==> src/rtl/shader_core_loader.sv <==
// Host-side loader for the shader core: streams header/payload words into the
// core's instruction/data RAM, then resets and runs the core until halt or timeout.
module shader_core_loader #(
  parameter int ADDRESS_WIDTH  = 16,
  parameter int TIMEOUT_CYCLES = 1048576,
  parameter int COUNT_WIDTH    = 14
) (
  input  logic                     clock,
  input  logic                     reset_n,
  input  logic                     in_valid,
  output logic                     in_ready,
  input  logic [31:0]              in_data,
  output logic                     core_reset_n,
  output logic                     run,
  input  logic                     halted,
  output logic [ADDRESS_WIDTH-1:0] ext_write_address,
  output logic [31:0]              ext_write_data,
  output logic                     ext_enable_write_inst,
  output logic                     ext_enable_write_data,
  output logic                     busy,
  output logic                     done,
  output logic                     timed_out,
  output logic                     bad_cmd,
  output logic [31:0]              run_cycles
);

  localparam logic [2:0] IDLE     = 3'd0;
  localparam logic [2:0] LOAD     = 3'd1;
  localparam logic [2:0] CORE_RST = 3'd2;
  localparam logic [2:0] RUN      = 3'd3;
  localparam logic [2:0] DONE_ST  = 3'd4;
  localparam logic [2:0] ABORT    = 3'd5;

  localparam logic [31:0] TIMEOUT_LIMIT = 32'(TIMEOUT_CYCLES) - 32'd1;

  logic [2:0]               state;
  logic [2:0]               state_next;
  logic                     started;
  logic                     target_data;
  logic [COUNT_WIDTH-1:0]   remaining;
  logic [ADDRESS_WIDTH-1:0] addr_ptr;

  logic                     accept;
  logic [1:0]               hdr_op;
  logic [COUNT_WIDTH-1:0]   hdr_count;
  logic [15:0]              hdr_base_raw;
  logic [31:0]              rc_next;
  logic                     timeout_hit;

  assign accept       = in_valid && in_ready;
  assign hdr_op       = in_data[31:30];
  assign hdr_count    = in_data[16 +: COUNT_WIDTH];
  assign hdr_base_raw = in_data[15:0] & 16'hFFFC;
  assign rc_next      = (run_cycles == '1) ? run_cycles : run_cycles + 32'd1;
  assign timeout_hit  = (TIMEOUT_CYCLES != 0) && (rc_next >= TIMEOUT_LIMIT);

  always_comb begin
    state_next = state;
    case (state)
      IDLE: begin
        if (accept) begin
          case (hdr_op)
            2'b00, 2'b01: if (hdr_count != '0) state_next = LOAD;
            2'b10:        state_next = CORE_RST;
            default:      state_next = IDLE;
          endcase
        end
      end
      LOAD:     if (accept && remaining == COUNT_WIDTH'(1)) state_next = IDLE;
      CORE_RST: state_next = RUN;
      // halted is stale during the first RUN cycle (run_cycles still 0)
      RUN: begin
        if (halted && run_cycles != '0) state_next = DONE_ST;
        else if (timeout_hit)           state_next = ABORT;
      end
      DONE_ST:  state_next = IDLE;
      ABORT:    state_next = IDLE;
      default:  state_next = IDLE;
    endcase
  end

  // Control outputs are registered from the next state so they align with it.
  always_ff @(posedge clock) begin
    if (!reset_n) begin
      state                 <= IDLE;
      started               <= 1'b0;
      target_data           <= 1'b0;
      remaining             <= '0;
      addr_ptr              <= '0;
      in_ready              <= 1'b1;
      core_reset_n          <= 1'b0;
      run                   <= 1'b0;
      ext_write_address     <= '0;
      ext_write_data        <= '0;
      ext_enable_write_inst <= 1'b0;
      ext_enable_write_data <= 1'b0;
      busy                  <= 1'b0;
      done                  <= 1'b0;
      timed_out             <= 1'b0;
      bad_cmd               <= 1'b0;
      run_cycles            <= '0;
    end else begin
      state                 <= state_next;
      in_ready              <= (state_next == IDLE) || (state_next == LOAD);
      run                   <= (state_next == RUN);
      busy                  <= (state_next != IDLE);
      done                  <= (state_next == DONE_ST);
      timed_out             <= (state_next == ABORT);
      core_reset_n          <= (state_next != CORE_RST) && (started || (state == IDLE && accept));
      ext_enable_write_inst <= 1'b0;
      ext_enable_write_data <= 1'b0;

      if (state == IDLE && accept) begin
        started     <= 1'b1;
        remaining   <= hdr_count;
        addr_ptr    <= ADDRESS_WIDTH'(hdr_base_raw);
        target_data <= hdr_op[0];
        if (hdr_op == 2'b11) bad_cmd <= 1'b1;
      end

      if (state == LOAD && accept) begin
        ext_write_address     <= addr_ptr;
        ext_write_data        <= in_data;
        ext_enable_write_inst <= !target_data;
        ext_enable_write_data <= target_data;
        addr_ptr              <= addr_ptr + ADDRESS_WIDTH'(4);
        remaining             <= remaining - COUNT_WIDTH'(1);
      end

      if (state_next == CORE_RST) run_cycles <= '0;
      else if (state == RUN)      run_cycles <= rc_next;
    end
  end

endmodule

==> config.mk <==
export PLATFORM = sky130hd
export DESIGN_NAME = shader_core_loader
export DESIGN_NICKNAME = d
export VERILOG_FILES = /design/src/rtl/shader_core_loader.sv
export SDC_FILE = /design/constraint.sdc
export NUM_CORES = 1
export LEC_CHECK = 0
export ABC_AREA = 1
export CAP_MARGIN = 20
export CORE_ASPECT_RATIO = 1.4
export CORE_MARGIN = 2
export CORE_UTILIZATION = 50
export DETAILED_ROUTE_END_ITERATION = 10
export PLACE_DENSITY_LB_ADDON = 0.25
export SETUP_SLACK_MARGIN = 0.02
export SYNTH_ARGS = -nofsm -noshare
export SYNTH_HDL_FRONTEND = slang
export SYNTH_SLANG_ARGS = --single-unit
==> constraint.sdc <==
create_clock -name clock -period 5.4 [get_ports clock]
set_input_delay 0.81 -clock clock [delete_from_list [all_inputs] [get_ports clock]]
set_output_delay 0.81 -clock clock [all_outputs]
set_load 0.02 [all_outputs]
Word level (Yosys, flattened, before mapping)

Index checks and enable logic that the tools add are counted.

Register bits: 124
Input port bits: 36
Output and inout bits: 89
Logic and storage cells: 68

Add/subtract/negate cells: 3
Magnitude comparators: 1
Eq/ne operators: 14
Muxes and demuxes: 12
Bitwise gates (word level): 1
Reduce and logical (&&, ||, !) cells: 20

Operators by type and width:

| operator                | number |
|---|---|
| $add A32 B1 Y32 const B | 1 |
| $eq A32 B32 Y1 const B  | 1 |
| $ge A32 B20 Y1 const B  | 1 |
| $mux W16                | 2 |
| $mux W32                | 1 |
| $reduce_bool A32 Y1     | 1 |
| $mux W14                | 2 |
| $add A16 B3 Y16 const B | 1 |
| $mux W3                 | 5 |
| $eq A14 B1 Y1 const B   | 1 |
| $reduce_bool A14 Y1     | 1 |
| $sub A14 B1 Y14 const B | 1 |
| $eq A3 B2 Y1 const B    | 4 |
| $pmux W3 S4             | 1 |
| $eq A3 B1 Y1 const B    | 2 |
| $eq A3 B3 Y1 const B    | 2 |
| $logic_and A1 B1 Y1     | 6 |
| $logic_not A3 Y1        | 2 |
| $pmux W3 S2             | 1 |
| $eq A2 B2 Y1 const B    | 2 |
| $reduce_and A2 Y1       | 2 |
| $reduce_or A2 Y1        | 2 |
| $ne A3 B2 Y1 const B    | 1 |
| $reduce_bool A3 Y1      | 1 |
| other kinds (6)         | 7 |

Longest topological paths before layout

Gate-level depths: netlist of run 1.

Depth after elaboration: 8
Mapped depth: 18
Mapped depth without buffers: 18

Worst setup path before layout of run 1

Ideal clock, no wire load.

Path kind: register to register
Start: register run_cycles[0]
End: register in_ready
Setup time: 0.109 ns
Data arrival time: 2.160 ns
Required time: 5.291 ns
Setup slack: 3.131 ns
Stages on the path, launching flop included: 16
Path buffers: 1
Clock period less this slack: 2.269 ns
Cell sequence: dfxtp_1 ha_1 nand2_1 nor2_4 nand2_4 nor2_8 nand2_4 buf_6 nand2_2 nand3_1 nor2_1 nand3_1 nand3_1 nand3_2 nand2_1 inv_1

Word-level cells in the longest chain between the ends: 8
Elaborated cells on any way between the ends: 12
Classes of those cells: add/sub (1); order compare (1); eq/ne (2); mux (4); reduce/logical (4)

Ends and longest elaborated chain:

| item                                              | line | RTL |
|---|---|---|
| from (decl)                                       | 24   | `output logic [31:0] run_cycles` |
| from (signal assigned)                            | 131  | `else if (state == RUN) run_cycles <= rc_next;` |
| $add A32 B1 Y32 or $eq A32 B32 Y1 (tied branches) | 54   | `assign rc_next = (run_cycles == '1) ? run_cycles : run_cycles + 32'd1;` |
| $mux W32                                          | 54   |  |
| $ge A32 B20 Y1                                    | 55   | `assign timeout_hit = (TIMEOUT_CYCLES != 0) && (rc_next >= TIMEOUT_LIMIT);` |
| $mux W3                                           | 74   | `else if (timeout_hit) state_next = ABORT;` |
| $mux W3 *                                         | 73   | `if (halted && run_cycles != '0) state_next = DONE_ST;` |
| $pmux W3 S4 *                                     | 59   | `case (state)` |
| $eq A3 B1 Y1 or $logic_not A3 Y1 (tied branches)  | 104  | `in_ready <= (state_next == IDLE) \|\| (state_next == LOAD);` |
| $logic_or A1 B1 Y1 *                              | 104  |  |
| to (signal assigned)                              | 104  |  |
| to (decl)                                         | 11   | `output logic in_ready,` |

Every way passes the cells marked *; elsewhere a longest branch is shown, timed or not.
A chain may end at the register's enable or synchronous reset.

Worst setup path in the final report of run 1

Start: input in_valid
End: register run_cycles[12]

Word-level cells in the longest chain between the ends: 6
Elaborated cells on any way between the ends: 7
Classes of those cells: eq/ne (1); mux (3); reduce/logical (3)

Ends and longest elaborated chain:

| item                                | line | RTL |
|---|---|---|
| from (decl)                         | 10   | `input logic in_valid,` |
| $logic_and A1 B1 Y1 *               | 50   | `assign accept = in_valid && in_ready;` |
| $logic_and A1 B1 Y1                 | 69   | `LOAD: if (accept && remaining == COUNT_WIDTH'(1)) state_next = IDLE;` |
| $mux W3                             | 69   |  |
| $pmux W3 S4 *                       | 59   |  |
| $eq A3 B2 Y1 *                      | 130  | `if (state_next == CORE_RST) run_cycles <= '0;` |
| $reduce_or A2 Y1 (no source line) * | n/a  |  |

Marks and branches as above.

==> results of run 1 <==
-- state kept, by name (all words and copies together) (netlist names) --
name and cells:
addr_ptr 14, core_reset_n 1, run_cycles 32, in_ready 1
ext_write_data 32, ext_enable_write_inst 1, ext_write_address 14, remaining 14
done 1, state 3, bad_cmd 1, busy 1
target_data 1, started 1, ext_enable_write_data 1, run 1
timed_out 1
-- power breakdown --
group	leakage, nW	total [mW]	switching [mW]	internal (mW)
Combinational	1.99	0.435	0.260	0.175
Sequential	0.978	1.01	0.0540	0.954
Clock	0.279	1.11	0.431	0.679
-- cells in the mapped netlist (all sizes together) --
cell,number,area (um2)
nand2,216,836
nor2,176,712
dfxtp,120,2400
inv,93,349
o21ai,75,375
a21oi,43,215
nand3,42,220
clkbuf,30,113
a211oi,23,173
nand4,21,131
nor3,13,70.1
buf,11,62.6
a311oi,9,78.8
nor4,9,56.3
xor2,7,61.3
o211ai,6,45.0
o221ai,6,52.6
a31oi,5,31.3
ha,5,62.6
nand3b,3,22.5
xnor2,3,26.3
a221oi,2,17.5
o21bai,2,15.0
o31ai,2,15.0
a21o,1,7.51
a22oi,1,7.51
clkinv,1,3.75
conb,1,3.75
o22ai,1,6.26
o311ai,1,8.76
or2,1,6.26
-- routing by layer --
| layer | GRT usage, % | vias to the layer above | wire, um |
|---|---|---|---|
| li1 | - | 3286 | - |
| met2 | 47.4 | 231 | 8800 |
| met3 | 4.80 | 50 | 966 |
| met5 | 0 | - | 0 |
| met4 | 15.6 | 0 | 811 |
| met1 | 30.8 | 2945 | 7280 |
-- placed cells by master, fill, tap and decap left out, drive strengths merged, types with 2 or more instances in the layout --
cell type / count
bufinv: 2
a311oi: 9
nand4: 21
dfxtp: 120
a221oi: 2
nand3b: 3
a211oi: 23
o31ai: 2
nor4: 9
inv: 94
conb: 2
xnor2: 3
nand3: 42
buf: 8
o21ai: 75
nor2: 176
clkinv: 10
clkdlybuf4s50: 121
o211ai: 6
o221ai: 6
clkinvlp: 3
xor2: 7
ha: 5
clkbuf: 17
o21bai: 2
a31oi: 5
nor3: 13
nand2: 216
a21oi: 43
-- stage by stage --
stage          cell area (um2)  hold WS (ns)  power [mW]
6_report                  8060         0.424        2.55
5_1_grt                   8060         0.455        2.66
4_1_cts                   8060         0.424        2.56
3_5_place_dp              7480         0.413        1.46
3_3_place_gp              7480         0.411        1.45
2_1_floorplan             6190         0.391        1.28
-- critical path: stages --
cell             delay, ns
clkdlybuf4s50_1       0.48
nand2_1               0.13
nor3_2                0.13
buf_4                 0.30
inv_1                 0.32
nor2_1                0.24
inv_2                 0.15
nor2_1                0.20
nand2_1               0.07
nand2_1               0.06
buf_4                 0.37
a311oi_1              0.09
-- final cells by class --
class,instances,area [um2]
inverter,94,353
clock inverter,15,155
fill,1110,4130
clock buffer,17,425
sequential,120,2400
multi-input combinational,675,3270
timing repair buffer,129,1270
tap,150,188
antenna,1,2.50
-- cell families (layout without fill, tap and decap cells) --
kind of cell	after synthesis	in the layout	synth area share, %
XOR/XNOR	10	10	1.42
flip-flops	120	120	38.8
buffers and inverters	135	255	8.53
adder cells (fa/ha/maj)	5	5	1.01
AND/OR/NAND/NOR	481	481	33.2
AO/OA/AOI/OAI	177	177	16.9
other	1	3	0.0606
-- path summary, 6_finish.rpt --
| kind | endpoint | slack (ns) |
|---|---|---|
| setup / recovery | run_cycles[12] | 2.29 |
| hold / removal | ext_enable_write_inst | 0.42 |
| setup reg to reg | in_ready | 2.47 |
| hold reg to reg | ext_enable_write_inst | 0.42 |
==> results.md, run 1 <==
- Status: completed
- Total die area: 0.0133 mm2
- Crit path time final: 3.11 ns
- Clock latency on the worst-skew pair: 0.41 ns
- Unrepaired setup endpoints after global routing: false
- Fin util: 66.1%
- Seq cells post-synth: 120
- Crit. Startpoint: in_valid
- Fmax: 0.322 GHz
- Drc violations: 0
- Largest net degree at the start of global routing: 77
- Htree depth: 4
- Hold-fix buffer count after cts: 0
- Worst-path clk slew: 0.06 ns
- Slew HR: 31.2%
- Place WS: 1.90 ns
- Setup crit start kind: input port
- Syn Std Cell Area: 0.00619 mm2
- Standard-cell rows: 48
- DRT Wirelength: 17,900 um
- Final setup vio count: 0
- Avg Vias per Cell: 5.42
- First-pass GRT wire length: 29,200 um
- Origin of the worst min-delay path: target_data
- Initial antenna violation count: 0
- Post-DP HPWL: 12,500 um
- Post-synthesis sequential area ratio: 38.8%
- Die X: 98.0 um
- Pwr dens: 317 mW/mm2
- Routability Congestion: 0.908
- Post-Place Cells: 1,168
- DRT iter0 DRCs: 334
- Wire length per cell: 14.9 um
- Mapped Cells: 929
- Max-Cap Viols: 0
- Final worst path period share: 57.6%
- Io pins: 125
- Core Area: 0.0122 mm2
- Total gr overflow: 0
- Root Driver: clkbuf_16
- Setup TNS: 0 ns
- Skew final: 0.0114 ns
- Die Y: 136 um
- Synth cell types: 42
- Initial core utilization: 50.7%
- Slack of the critical path: 2.29 ns
- Pins Over Slew Limit: 0
- Fin cells: 1,201
- Syn-to-layout area delta: 30.3%
- Crit path DAT: 3.38 ns
- Hold Fails Final Rpt: 0
- Vias: 6,512
- Worst R2R Path Depth: 16
- Initial DRT Pass Iterations: 7
- Yosys warns: 0
- Worst setup EP type: flop
- Slew @ Worst Pin: 1.03 ns
- Pleak: 3.25 nW
- CTS Sinks: 120
- HP Class: flop to flop
- Vias in the first global route: 6,216
- Max Root-Sink Buffers: 2
- Total track usage: 27.1%
- Origin of the critical flop-to-flop path: run_cycles[0]
- Num CTS Buffers: 17
- Nets: 1,078
- ANT nets after route: 0
- Post-CTS Resized: 0
- Worst Setup Path Type: input port to flop
- Fraction of layout cells with a size suffix above 1: 6.00%
- Hold depth: 1
- PortBufs: 122
- CTS tree: built
- Syn_area_per_cell: 6.66 um2
- Post-CTS setup buffer count: 0
- Critical Path RT: 5.67 ns
- VDD IR-drop max: 0.223 mV
- Crit-path max FO: 33
Note: power is estimated with default switching activity, not from simulation.
==> run 2: changes to the inputs <==
--- a/config.mk
+++ b/config.mk
@@ -9,7 +9,7 @@
 export CAP_MARGIN = 20
 export CORE_ASPECT_RATIO = 1.4
 export CORE_MARGIN = 2
-export CORE_UTILIZATION = 50
+export CORE_UTILIZATION = 47
 export DETAILED_ROUTE_END_ITERATION = 10
 export PLACE_DENSITY_LB_ADDON = 0.25
 export SETUP_SLACK_MARGIN = 0.02
==> constraint.sdc (replaced) <==
create_clock -name clock -period 2.7 [get_ports clock]
set_input_delay 0.405 -clock clock [delete_from_list [all_inputs] [get_ports clock]]
set_output_delay 0.405 -clock clock [all_outputs]
set_load 0.02 [all_outputs]
==> results.md, run 2 (synthesis gave the netlist of run 1 again) <==
- Nets: 1,098 (+1.9%)
- Register share of total power: 38.4% (-1.1 points)
- CP top delay family: simple AND/OR/NAND/NOR gates
- CTS tree: built
- Reg-to-reg endpoint: in_ready
- Origin of the worst min-delay path: target_data
- Initial antenna violation count: 0 (unchanged)
- Io pins: 125 (unchanged)
- Max stage delay on crit path: 0.46 ns (-0.02 ns)
- Crit path time final: 2.46 ns
- Sw Share: 28.6% (-0.56 points)
- Vias: 6,643 (+2.0%)
- Standard-cell rows: 49 (+2.1%)
- Pins Over Slew Limit: 0 (unchanged)
- Post-DP HPWL: 13,700 um (+9.7%)
- Crit path DAT: 2.77 ns (-0.61 ns)
- CTS Sinks: 120 (unchanged)
- Worst path cell trace: nand2_1, nor2_2, nand2_1, nor2_1, nand2_8, nand2_1, nand2_1, nor2_1, nand2_1, nor2_1, nand3_1, nand3_1, nand3_2, nand2_1, inv_1
- Slack of the critical path: 0.241 ns (-2.05 ns)
- Worst-path clk slew: 0.06 ns (about the same)
- Die X: 101 um (+3.0%)
- Initial core utilization: 48.1% (-2.7 points)
- Place WS: 0.194 ns (-1.71 ns)
- Skew final: 0.0121 ns (+0.000649 ns)
- Drc violations: 0 (unchanged)
- Num CTS Buffers: 17 (unchanged)
- Hold Fails Final Rpt: 0 (unchanged)
- Worst R2R Path Depth: 15 (-1)
- HP Class: flop to flop
- Fin util: 64.4% (-1.8 points)
- P_int: 3.73 mW (+110%)
- Worst path most repeated cell: nand2_1
- Root Driver: clkbuf_16
- Vias in the first global route: 6,520 (+4.9%)
- Sw Pwr: 1.50 mW (+100%)
- Avg Vias per Cell: 5.43 (+0.18%)
- Crit-path max FO: 26 (-21%)
- Combinational power share: 17.5% (+0.5 points)
- Htree depth: 4 (unchanged)
- Hold_ws: 0.425 ns (+0.00140 ns)
- Slew HR: 34.9% (+3.7 points)
- FF+latch area: 0.00240 mm2 (+0.10%)
- Critical path's slowest cell: dfxtp_1
- Largest net degree at the start of global routing: 77 (unchanged)
- Fmax: 0.407 GHz
- Max Root-Sink Buffers: 2 (unchanged)
- R2R Setup Slk: 0.24 ns (-2.23 ns)
- Clock latency on the worst-skew pair: 0.42 ns (about the same)
- Core Area: 0.0129 mm2 (+5.6%)
- Total gr overflow: 0 (unchanged)
- Proportion of power drawn by the clock network: 44.2% (+0.7 points)
- Footprint of the multi-input gates: 0.00329 mm2 (+0.57%)
- Die Y: 140 um (+3.0%)
- Fraction of layout cells with a size suffix above 1: 8.13% (+2.1 points)
- Final worst path period share: 91.1%
- DRT iter0 DRCs: 347 (+3.9%)
- Largest registers: ext_write_data x32, run_cycles x32
- Commonest non-fill, non-tap cell in the layout: nand2_1
- WP buf/inv: 1 (-4)
- Slew @ Worst Pin: 0.970 ns (-0.0620 ns)
- PortBufs: 122 (unchanged)
- Post-CTS setup buffer count: 0 (unchanged)
- VDD IR-drop max: 0.504 mV (+130%)
- Status: completed
- Antenna diodes: 0 (-1)
- Syn-to-layout area delta: 34.0%
- Setup TNS: 0 ns (unchanged)
- Max-Cap Viols: 0 (unchanged)
- Most frequent cells in the layout: nand2_1 (210), nor2_1 (166), clkdlybuf4s50_1 (121), dfxtp_1 (118), inv_1 (89)
- Origin of the critical flop-to-flop path: run_cycles[17]
- Initial DRT Pass Iterations: 5 (-2)
- Worst Setup Path Type: flop to flop
- Total track usage: 27.6% (+0.52 points)
- Fillcell total: 1,188 (+7.0%)
- Wire length per cell: 15.5 um (+4.0%)
- Total die area: 0.0141 mm2 (+6.2%)
- Critical Path RT: 3.01 ns (-2.66 ns)
- Hold-fix buffer count after cts: 0 (unchanged)
- Pwr dens: 631 mW/mm2 (+99%)
- First-pass GRT wire length: 30,900 um (+5.9%)
- Post-layout power: 5.23 mW (+100%)
- DRT Wirelength: 18,900 um (+5.9%)
- Worst setup EP type: flop
- ANT nets after route: 0 (unchanged)
- Routability Congestion: 0.966 (+6.4%)
- Hold depth: 1 (unchanged)
- Final setup vio count: 0 (unchanged)
- Setup crit start kind: flop
- Pleak: 3.34 nW (+2.7%)
- End of the worst hold path: ext_enable_write_inst
[run 2: cell count changes in the layout (fill, tap and decap cells not counted), moves of 2 or more]
| cell | before | now |
|---|---|---|
| buf_12 | 0 | 2 |
| clkinvlp_4 | 3 | 5 |
| dfxtp_2 | 0 | 2 |
| dfxtp_1 | 120 | 118 |
| buf_4 | 7 | 25 |
[run 2: worst max-delay path by stage]
| stage | startpoint | endpoint | cells after the start |
|---|---|---|---|
| floorplan | run_cycles[0] | in_ready | 15 |
| global route | run_cycles[17] | in_ready | 15 |
| global placement | run_cycles[1] | in_ready | 14 |
| detailed placement | run_cycles[1] | in_ready | 14 |
| CTS | run_cycles[1] | in_ready | 14 |
| finish | run_cycles[17] | in_ready | 15 |
[run 2: metal layers]
layer	share of wire [%]	global-route usage [%]
met3	6.0	6.13
met5	0	0
met1	38	30.5
met4	4.0	15.4
met2	51	48.0
[run 2: power by group through the flow]
stage	Sequential (mW)	Clock, mW	Combinational, mW
after CTS	2.01	2.33	0.916
after floorplan	2.12	0	0.444
after detailed placement	2.04	0	0.905
final	2.01	2.31	0.913
after global routing	2.02	2.42	1.01
after global placement	2.04	0	0.895
[run 2: worst reg2reg max path, cell delays in order, from the launching register on]
cell and delay [ns]:
dfxtp_1 0.46, nand2_1 0.13, nor2_2 0.19, nand2_1 0.12, nor2_1 0.31, nand2_8 0.20, nand2_1 0.15, nand2_1 0.06
nor2_1 0.08, nand2_1 0.06, nor2_1 0.10, nand3_1 0.10, nand3_1 0.13, nand3_2 0.11, nand2_1 0.11, inv_1 0.04
[run 2: area by class of cell]
class / count / share of cell area [%]
tap: 153 / 2.31
clock inverter: 15 / 2.16
sequential: 120 / 29.0
timing repair buffer: 149 / 17.4
inverter: 94 / 4.30
multi-input combinational: 675 / 39.7
clock buffer: 17 / 5.13
[run 2: repair_timing]
| action | in CTS | in global routing |
|---|---|---|
| resized for setup | 0 | 6 |
| setup endpoints to repair | 0 | 7 |
| endpoints found under the hold margin | 0 | 0 |
[run 2: per-stage QoR]
step / area (um2) / std cells
floorplan: 6190 / 930
global placement: 7660 / 1191
detailed placement: 7660 / 1191
CTS: 8260 / 1223
global route: 8290 / 1223
finish: 8290 / 1223
==> run 3: changes to the inputs <==
--- a/config.mk
+++ b/config.mk
@@ -6,7 +6,7 @@
 export NUM_CORES = 1
 export LEC_CHECK = 0
 export ABC_AREA = 1
-export CAP_MARGIN = 20
+export CAP_MARGIN = 10
 export CORE_ASPECT_RATIO = 1.4
 export CORE_MARGIN = 2
 export CORE_UTILIZATION = 47
==> results of run 3 <==
The final DEF is identical to that of run 2; final timing and power are the same.
